`src/rtl/dp_sequencer.sv`:
```
// ============================================================================
// Module      : dp_sequencer
// Description : Moore controller sequencing the 8x16 register file and ALU
//               datapath through one command per start/done handshake.
// Revision    : 1.0 - initial release
// ============================================================================
`default_nettype none

module dp_sequencer (
  input  logic       clk,
  input  logic       rst_n,
  input  logic       start,
  input  logic [2:0] op,
  input  logic [2:0] rd,
  input  logic [2:0] rn,
  input  logic [2:0] rm,
  output logic [2:0] readnum,
  output logic [2:0] writenum,
  output logic       write,
  output logic       loada,
  output logic       loadb,
  output logic       loadc,
  output logic       loads,
  output logic       asel,
  output logic       vsel,
  output logic [1:0] aluop,
  output logic       busy,
  output logic       done,
  output logic       err
);

  localparam logic [2:0] OP_MOVI = 3'd0;
  localparam logic [2:0] OP_MOV  = 3'd1;
  localparam logic [2:0] OP_ADD  = 3'd2;
  localparam logic [2:0] OP_AND  = 3'd3;
  localparam logic [2:0] OP_CMP  = 3'd4;
  localparam logic [2:0] OP_MVN  = 3'd5;

  typedef enum logic [2:0] {
    S_IDLE  = 3'd0,
    S_LOADA = 3'd1,
    S_LOADB = 3'd2,
    S_EXEC  = 3'd3,
    S_WRITE = 3'd4,
    S_DONE  = 3'd5
  } state_t;

  state_t     state_q, state_d;
  logic [2:0] op_q, rd_q, rn_q, rm_q;
  logic       illegal_w;

  assign illegal_w = (op_q[2:1] == 2'b11);

  always_ff @(posedge clk or negedge rst_n) begin
    if (!rst_n) begin
      state_q <= S_IDLE;
      op_q    <= 3'd0;
      rd_q    <= 3'd0;
      rn_q    <= 3'd0;
      rm_q    <= 3'd0;
    end else begin
      state_q <= state_d;
      if (state_q == S_IDLE && start) begin
        op_q <= op;
        rd_q <= rd;
        rn_q <= rn;
        rm_q <= rm;
      end
    end
  end

  // The dispatch edge branches on the live op; later states use the captured copy.
  always_comb begin
    state_d = state_q;
    case (state_q)
      S_IDLE: begin
        if (start) begin
          case (op)
            OP_MOVI:                state_d = S_WRITE;
            OP_MOV, OP_MVN:         state_d = S_LOADB;
            OP_ADD, OP_AND, OP_CMP: state_d = S_LOADA;
            default:                state_d = S_DONE;
          endcase
        end
      end
      S_LOADA: state_d = S_LOADB;
      S_LOADB: state_d = S_EXEC;
      S_EXEC:  state_d = (op_q == OP_CMP) ? S_DONE : S_WRITE;
      S_WRITE: state_d = S_DONE;
      S_DONE:  state_d = S_IDLE;
      default: state_d = S_IDLE;
    endcase
  end

  always_comb begin
    readnum  = 3'd0;
    writenum = 3'd0;
    write    = 1'b0;
    loada    = 1'b0;
    loadb    = 1'b0;
    loadc    = 1'b0;
    loads    = 1'b0;
    asel     = 1'b0;
    vsel     = 1'b0;
    aluop    = 2'b00;
    busy     = (state_q != S_IDLE);
    done     = 1'b0;
    err      = 1'b0;
    case (state_q)
      S_LOADA: begin
        readnum = rn_q;
        loada   = 1'b1;
      end
      S_LOADB: begin
        readnum = rm_q;
        loadb   = 1'b1;
      end
      S_EXEC: begin
        loads = (op_q == OP_CMP);
        loadc = (op_q != OP_CMP);
        asel  = (op_q == OP_MOV);
        case (op_q)
          OP_CMP:  aluop = 2'b01;
          OP_AND:  aluop = 2'b10;
          OP_MVN:  aluop = 2'b11;
          default: aluop = 2'b00;
        endcase
      end
      S_WRITE: begin
        writenum = rd_q;
        write    = 1'b1;
        vsel     = (op_q == OP_MOVI);
      end
      S_DONE: begin
        done = 1'b1;
        err  = illegal_w;
      end
      default: ;
    endcase
  end

endmodule

`default_nettype wire
```
`config.mk`:
```
export PLATFORM = sky130hd
export DESIGN_NAME = dp_sequencer
export DESIGN_NICKNAME = d
export VERILOG_FILES = /design/src/rtl/dp_sequencer.sv
export SDC_FILE = /design/constraint.sdc
export NUM_CORES = 1
export LEC_CHECK = 0
export CAP_MARGIN = 20
export CORE_MARGIN = 10
export CORE_UTILIZATION = 40
export DETAILED_ROUTE_END_ITERATION = 8
export PLACE_DENSITY = 0.74
export SYNTH_ARGS = -nofsm -noshare
export SYNTH_HDL_FRONTEND = slang
export SYNTH_SLANG_ARGS = --single-unit
```
`constraint.sdc`:
```
create_clock -name clk -period 2.11 [get_ports clk]
set_clock_uncertainty 0.2 [all_clocks]
set_input_delay 0.211 -clock clk [delete_from_list [all_inputs] [get_ports clk]]
set_output_delay 0.211 -clock clk [all_outputs]
set_load 0.1 [all_outputs]
```
==> run metrics, run 1 <==
status finished, final reports clean; Async S/R FF share, synth 100%; die footprint 4360 sq um; Antenna Nets Post-Route 0; cell count after synthesis 70; CTS Sinks 15; IO Count 33; CTS Buf Count 3; quantity of hold-fixing buffers added after cts 0; sequential area share after synthesis 44.2%; worst r2r path cells 5; RSZ-0062 raised after global routing yes; largest net degree at the start of global routing 16; Post-DP HPWL 2030 um; initial antenna violation count 0; CP Data Arrival Time 1.67 ns; Cell Rows 16; reg2reg start state_q[2]; top-area cell type share of the netlist area 44.2%; FF-to-FF End rd_q[1]; drt drc 0; GR Overflow Total 0; Post-synth EDFFs 0; Pre-antenna DRT Iters 4; synth top area cells dfrtp_1 44%, mux2_4 18%, nor3b_1 3.5%; TritonCTS clock tree done; chip width 66.1 um; post-synth cell types 27; HP Class in -> async; Worst Setup End Kind primary output; CP Launch Type register; Tmin final 2.08 ns; Yosys reg bits 15; Core Region 1980 sq um; Least-Margin Pin Slew 0.685 ns; Worst-Skew Late Latency 0.29 ns; Synth Flop Type dfrtp_1; vias in the first global route 835; Max clock buf depth 2; Req. time, crit path 1.70 ns; DRT Wirelength 2620 um; FMAX 482 MHz; drt via density 5.28; Max Cap Viol 0; commonest non-fill, non-tap cells in the layout 19 x buf_12, 14 x clkdlybuf4s50_1, 12 x dfrtp_1; synthesis-to-layout area growth 91.3%; wire per inst 18.7 um; number of diodes 0; Post-Syn Area per Cell 12.1 sq um; height of the die 66.1 um; GRT Total Usage 12.7%; vias 739; Root Driver clkbuf_4; Final Cycle Share 98.4%; CTS clk-pin slew, worst paths 0.09 ns; setup slack, reg-to-reg 0.19 ns; endpoints failing hold 0; crit path max fanout 7; CP Class reg -> out; mapped cell area 848 sq um; relative slew slack 54.2%; Placed Area 1530 sq um; GPL Wtd Cong 0.798; Slew Viols, Final 0; buffers added on ports 32; DR iter-0 viols 11; final setup fails 0; most common cell after layout, fill and taps aside buf_12; Final #Nets 129; fraction of layout cells with a size suffix above 1 58.4%; Starting Density 42.8%; H-Tree Depth 1; cell taking the most area after synthesis dfrtp_1; first-pass GRT wire length 4250 um; Syn. warnings 0; Mapped Nets 85; fin util 81.9%; final instance area 1620 sq um
==> repair_timing <==
item | CTS | global route
pin swaps | 0 | 2
endpoints found under the setup margin | 5 | 5
gates resized for setup | 2 | 1
buffers inserted | 2 | 6
==> synth_stat cells, types with 2 or more instances <==
cell type,n
and3_1,4
a211oi_1,2
nor3_1,3
clkbuf_1,2
nor3b_1,4
mux2_2,2
a22o_1,3
nor4b_1,2
inv_1,3
o41ai_1,2
dfrtp_1,15
mux2_4,10
nor2_1,4
==> registers in the layout, indices dropped and copies added, names as in the netlist <==
register  flops
state_q       3
rn_q          3
op_q          3
rm_q          3
rd_q          3
==> area by class of cell <==
cell class / instances / area, sq um
Timing Repair Buffer: 44 / 607
Clock buffer: 4 / 26.3
Sequential cell: 15 / 379
Fill cell: 110 / 359
Inverter: 3 / 16.3
Multi-Input combinational cell: 47 / 561
Tap cell: 27 / 33.8
==> stage by stage <==
step                      setup TNS (ns)  setup WS, ns  hold WS (ns)  std cells
after floorplan                    -1.69        -0.369        -0.285         70
after global placement                 0         0.287         0.286        128
after detailed placement               0         0.193         0.287        128
after CTS                              0        0.0230         0.144        134
after global routing             -0.0741       -0.0216         0.178        140
final                                  0        0.0339         0.126        140
==> worst max-delay path: stages (launching register included) <==
cell and delay (ns):
dfrtp_2 0.47, buf_4 0.19, nor3b_4 0.15, buf_4 0.15
a22o_4 0.25, buf_12 0.16
==> how the worst max path moves through the flow <==
stage               startpoint    endpoint  slack (ns)  cells past startpoint
finish              state_q[1]  readnum[1]        0.03                      5
global route        state_q[2]       loads       -0.02                      3
CTS                 state_q[0]       loads        0.02                      4
detailed placement  state_q[0]       loads        0.19                      4
global placement    state_q[0]       loads        0.29                      4
floorplan           state_q[1]        vsel       -0.37                      4
==> per-layer routing <==
layer  vias up  part of all wire, %  routed length [um]  track usage, %
met2        28                   55                1450            22.5
met5         -                    0                   0               0
met1       365                   37                 971            13.6
met4         0                  2.0                  52            6.28
li1        341                    -                   -               -
met3         5                  5.7                 149            3.39
==> logic make-up (layout without fill, tap and decap cells) <==
| logic type | count (synthesis) | count (layout) | share of synthesized area [%] |
|---|---|---|---|
| AO/OA/AOI/OAI | 10 | 10 | 9.00 |
| XOR/XNOR | 1 | 1 | 1.03 |
| AND/OR/NAND/NOR | 24 | 24 | 18.9 |
| buffers and inverters | 8 | 51 | 6.49 |
| flip-flops | 15 | 15 | 44.2 |
| multiplexers | 12 | 12 | 20.4 |
Power of run 1 is not shown: default switching activity piles up to over one toggle a cycle in this logic, so the estimate is an artifact.
==> run 2, diff against run 1 <==
Settings changed: SLEW_MARGIN set to 0.
==> results of run 2 <==
The final DEF is identical to that of run 1; final timing and power are the same.
Power of run 2 is left out for the same reason.
==> RTL change (settings of run 1) <==
Put a register stage on the output `readnum`, cleared by the reset. The value now appears one clock later. The other outputs are not delayed to match.
--- a/src/rtl/dp_sequencer.sv
+++ b/src/rtl/dp_sequencer.sv
@@ -44,6 +44,8 @@
     S_WRITE = 3'd4,
     S_DONE  = 3'd5
   } state_t;
+
+  logic [2:0] readnum_d;
 
   state_t     state_q, state_d;
   logic [2:0] op_q, rd_q, rn_q, rm_q;
@@ -93,7 +95,7 @@
   end
 
   always_comb begin
-    readnum  = 3'd0;
+    readnum_d = 3'd0;
     writenum = 3'd0;
     write    = 1'b0;
     loada    = 1'b0;
@@ -108,11 +110,11 @@
     err      = 1'b0;
     case (state_q)
       S_LOADA: begin
-        readnum = rn_q;
+        readnum_d = rn_q;
         loada   = 1'b1;
       end
       S_LOADB: begin
-        readnum = rm_q;
+        readnum_d = rm_q;
         loadb   = 1'b1;
       end
       S_EXEC: begin
@@ -139,6 +141,14 @@
     endcase
   end
 
+  always_ff @(posedge clk or negedge rst_n) begin
+    if (!rst_n) begin
+      readnum <= '0;
+    end else begin
+      readnum <= readnum_d;
+    end
+  end
+
 endmodule
 
 `default_nettype wire
Formal check against the unedited RTL: not equivalent (a bounded check fails within 4 cycles, from zero or initial values and one cycle with rst_n low).
==> RTL change against run 1 <==
- via count rose by 3.5%
- area after synthesis rose by 8.8%
- critical path depth did not move
- final area fell by 0.77%
- sequential cell count rose by 3
- worst setup slack improved by 34 ps
- utilization fell by 9.1 points
- non-clock buffer count did not move
- routed wire length fell by 4.6%
==> RTL change: results <==
[route]
dr.max_layer_used = "met3"
firstDrtPassIters = 4
dr_wl_met3_um = 250
wl_met1_mm = 1.02
vias = 765
wl_per_cell_um = 17.4
dr_wl_met2_mm = 1.24
drt_first_iter_violations = 15

[setup_path]
arrival_ps = 1630
regToRegSetupSlack_ps = 90
reg2reg_from = "state_q[1]$_DFFE_PN0P_"
timing.rr.end = "rn_q[2]$_DFFE_PN0P_"
crit_start = "state_q[0]$_DFFE_PN0P_"
cp_max_fo = 8

[placed_design]
hpwl_mm = 1.86
gp_congestion = 0.811
placed_area_mm2 = 0.00152
numPortBuffers = 32
dp_worst_setup_slack_ps = 192

[finish]
num-fill-cells = 166
post_route_cells_drive_above_1_share_pct = 53.4
nets = 132
stdcell_count = 144

[sta]
worst_pin_slew_ps = 803
holdWs_ps = 181

[cts]
clock-root-buffer = "clkbuf_4"
path_clk_slew_ps = 110

[logic_synthesis]
synth.distinct_cells = 27
avgSynthCellArea_um2 = 12.6
synth_area_leaders = "dfrtp_1 (49%), mux2_4 (16%), nor3b_1 (3.3%)"
synth_nets = 88
seq_area_frac_synth_pct = 48.8
synthTopCellsByCount = "dfrtp_1 (18), mux2_4 (10), and3_1 (4), nor2_1 (4), nor3b_1 (4)"

[global_route]
grt_pass1_wl_mm = 4.15
grt_pass1_vias = 835
antenna_found_initial = 0
grt_max_degree = 19
grtUsageTotal_pct = 11.5

[status]
status = "finished clean"
==> RTL change: cell count changes after synthesis, sizes merged <==
cell | run 1 | this run
dfrtp | 15 | 18
==> RTL change: worst max-delay path, cell delays in order (launching register included) <==
cell and delay (ps):
dfrtp_1 390, buf_4 180, nor2_4 150, and2_4 160
nor4b_4 240, buf_12 210
==> RTL change: worst max path at each step <==
stage                           to  slack, ps  cells past startpoint
2_1_floorplan                 vsel       -360                      4
3_3_place_gp   rn_q[2]$_DFFE_PN0P_        230                      4
3_5_place_dp   rn_q[2]$_DFFE_PN0P_        190                      4
4_1_cts                       vsel          2                      5
5_1_grt                       vsel          3                      5
6_report                      vsel         70                      5
==> RTL change: layer usage <==
metal	global-route usage [%]	vias to the layer above
met3	4.40	0
li1	-	350
met2	19.3	30
met1	13.4	385
met5	0	-
met4	3.02	0
==> RTL change: where the power goes <==
part,internal (mW),switching [mW],total (mW)
registers,0.510,0.184,0.694
logic,0.794,1.05,1.84
clock network,0.105,0.101,0.206
==> RTL change: cell families (layout without fill, tap and decap cells) <==
kind of cell | after synthesis | after routing | synth area share (%)
and+or+nand+nor | 24 | 24 | 17.3
buffers and inverters | 8 | 51 | 5.96
muxes | 12 | 12 | 18.7
xor gates and xnor gates | 1 | 1 | 0.949
DFF | 18 | 18 | 48.8
AOI/OAI and AO/OA | 10 | 10 | 8.27
==> RTL change: layout make-up <==
class                           count  area (um^2)  share of cell area (%)
Tap cell                           28         35.0                    2.18
Sequential cell                    18          452                    28.0
Inverter                            3         13.8                   0.855
Clock buffer                        4         36.3                    2.25
Timing Repair Buffer               44          557                    34.6
Multi-Input combinational cell     47          517                    32.1
==> RTL change: what timing repair did <==
action	CTS	global route
cloned	0	0
endpoints found under the setup margin	2	2
buffers inserted	3	3
resized for setup	1	1
pin swaps	1	1
==> RTL change: metrics by stage <==
stage | TNS (ps) | total power, mW
2_1_floorplan | -2060 | 1.95
3_3_place_gp | 0 | 2.41
3_5_place_dp | 0 | 2.45
4_1_cts | 0 | 2.70
5_1_grt | 0 | 2.86
6_report | 0 | 2.74
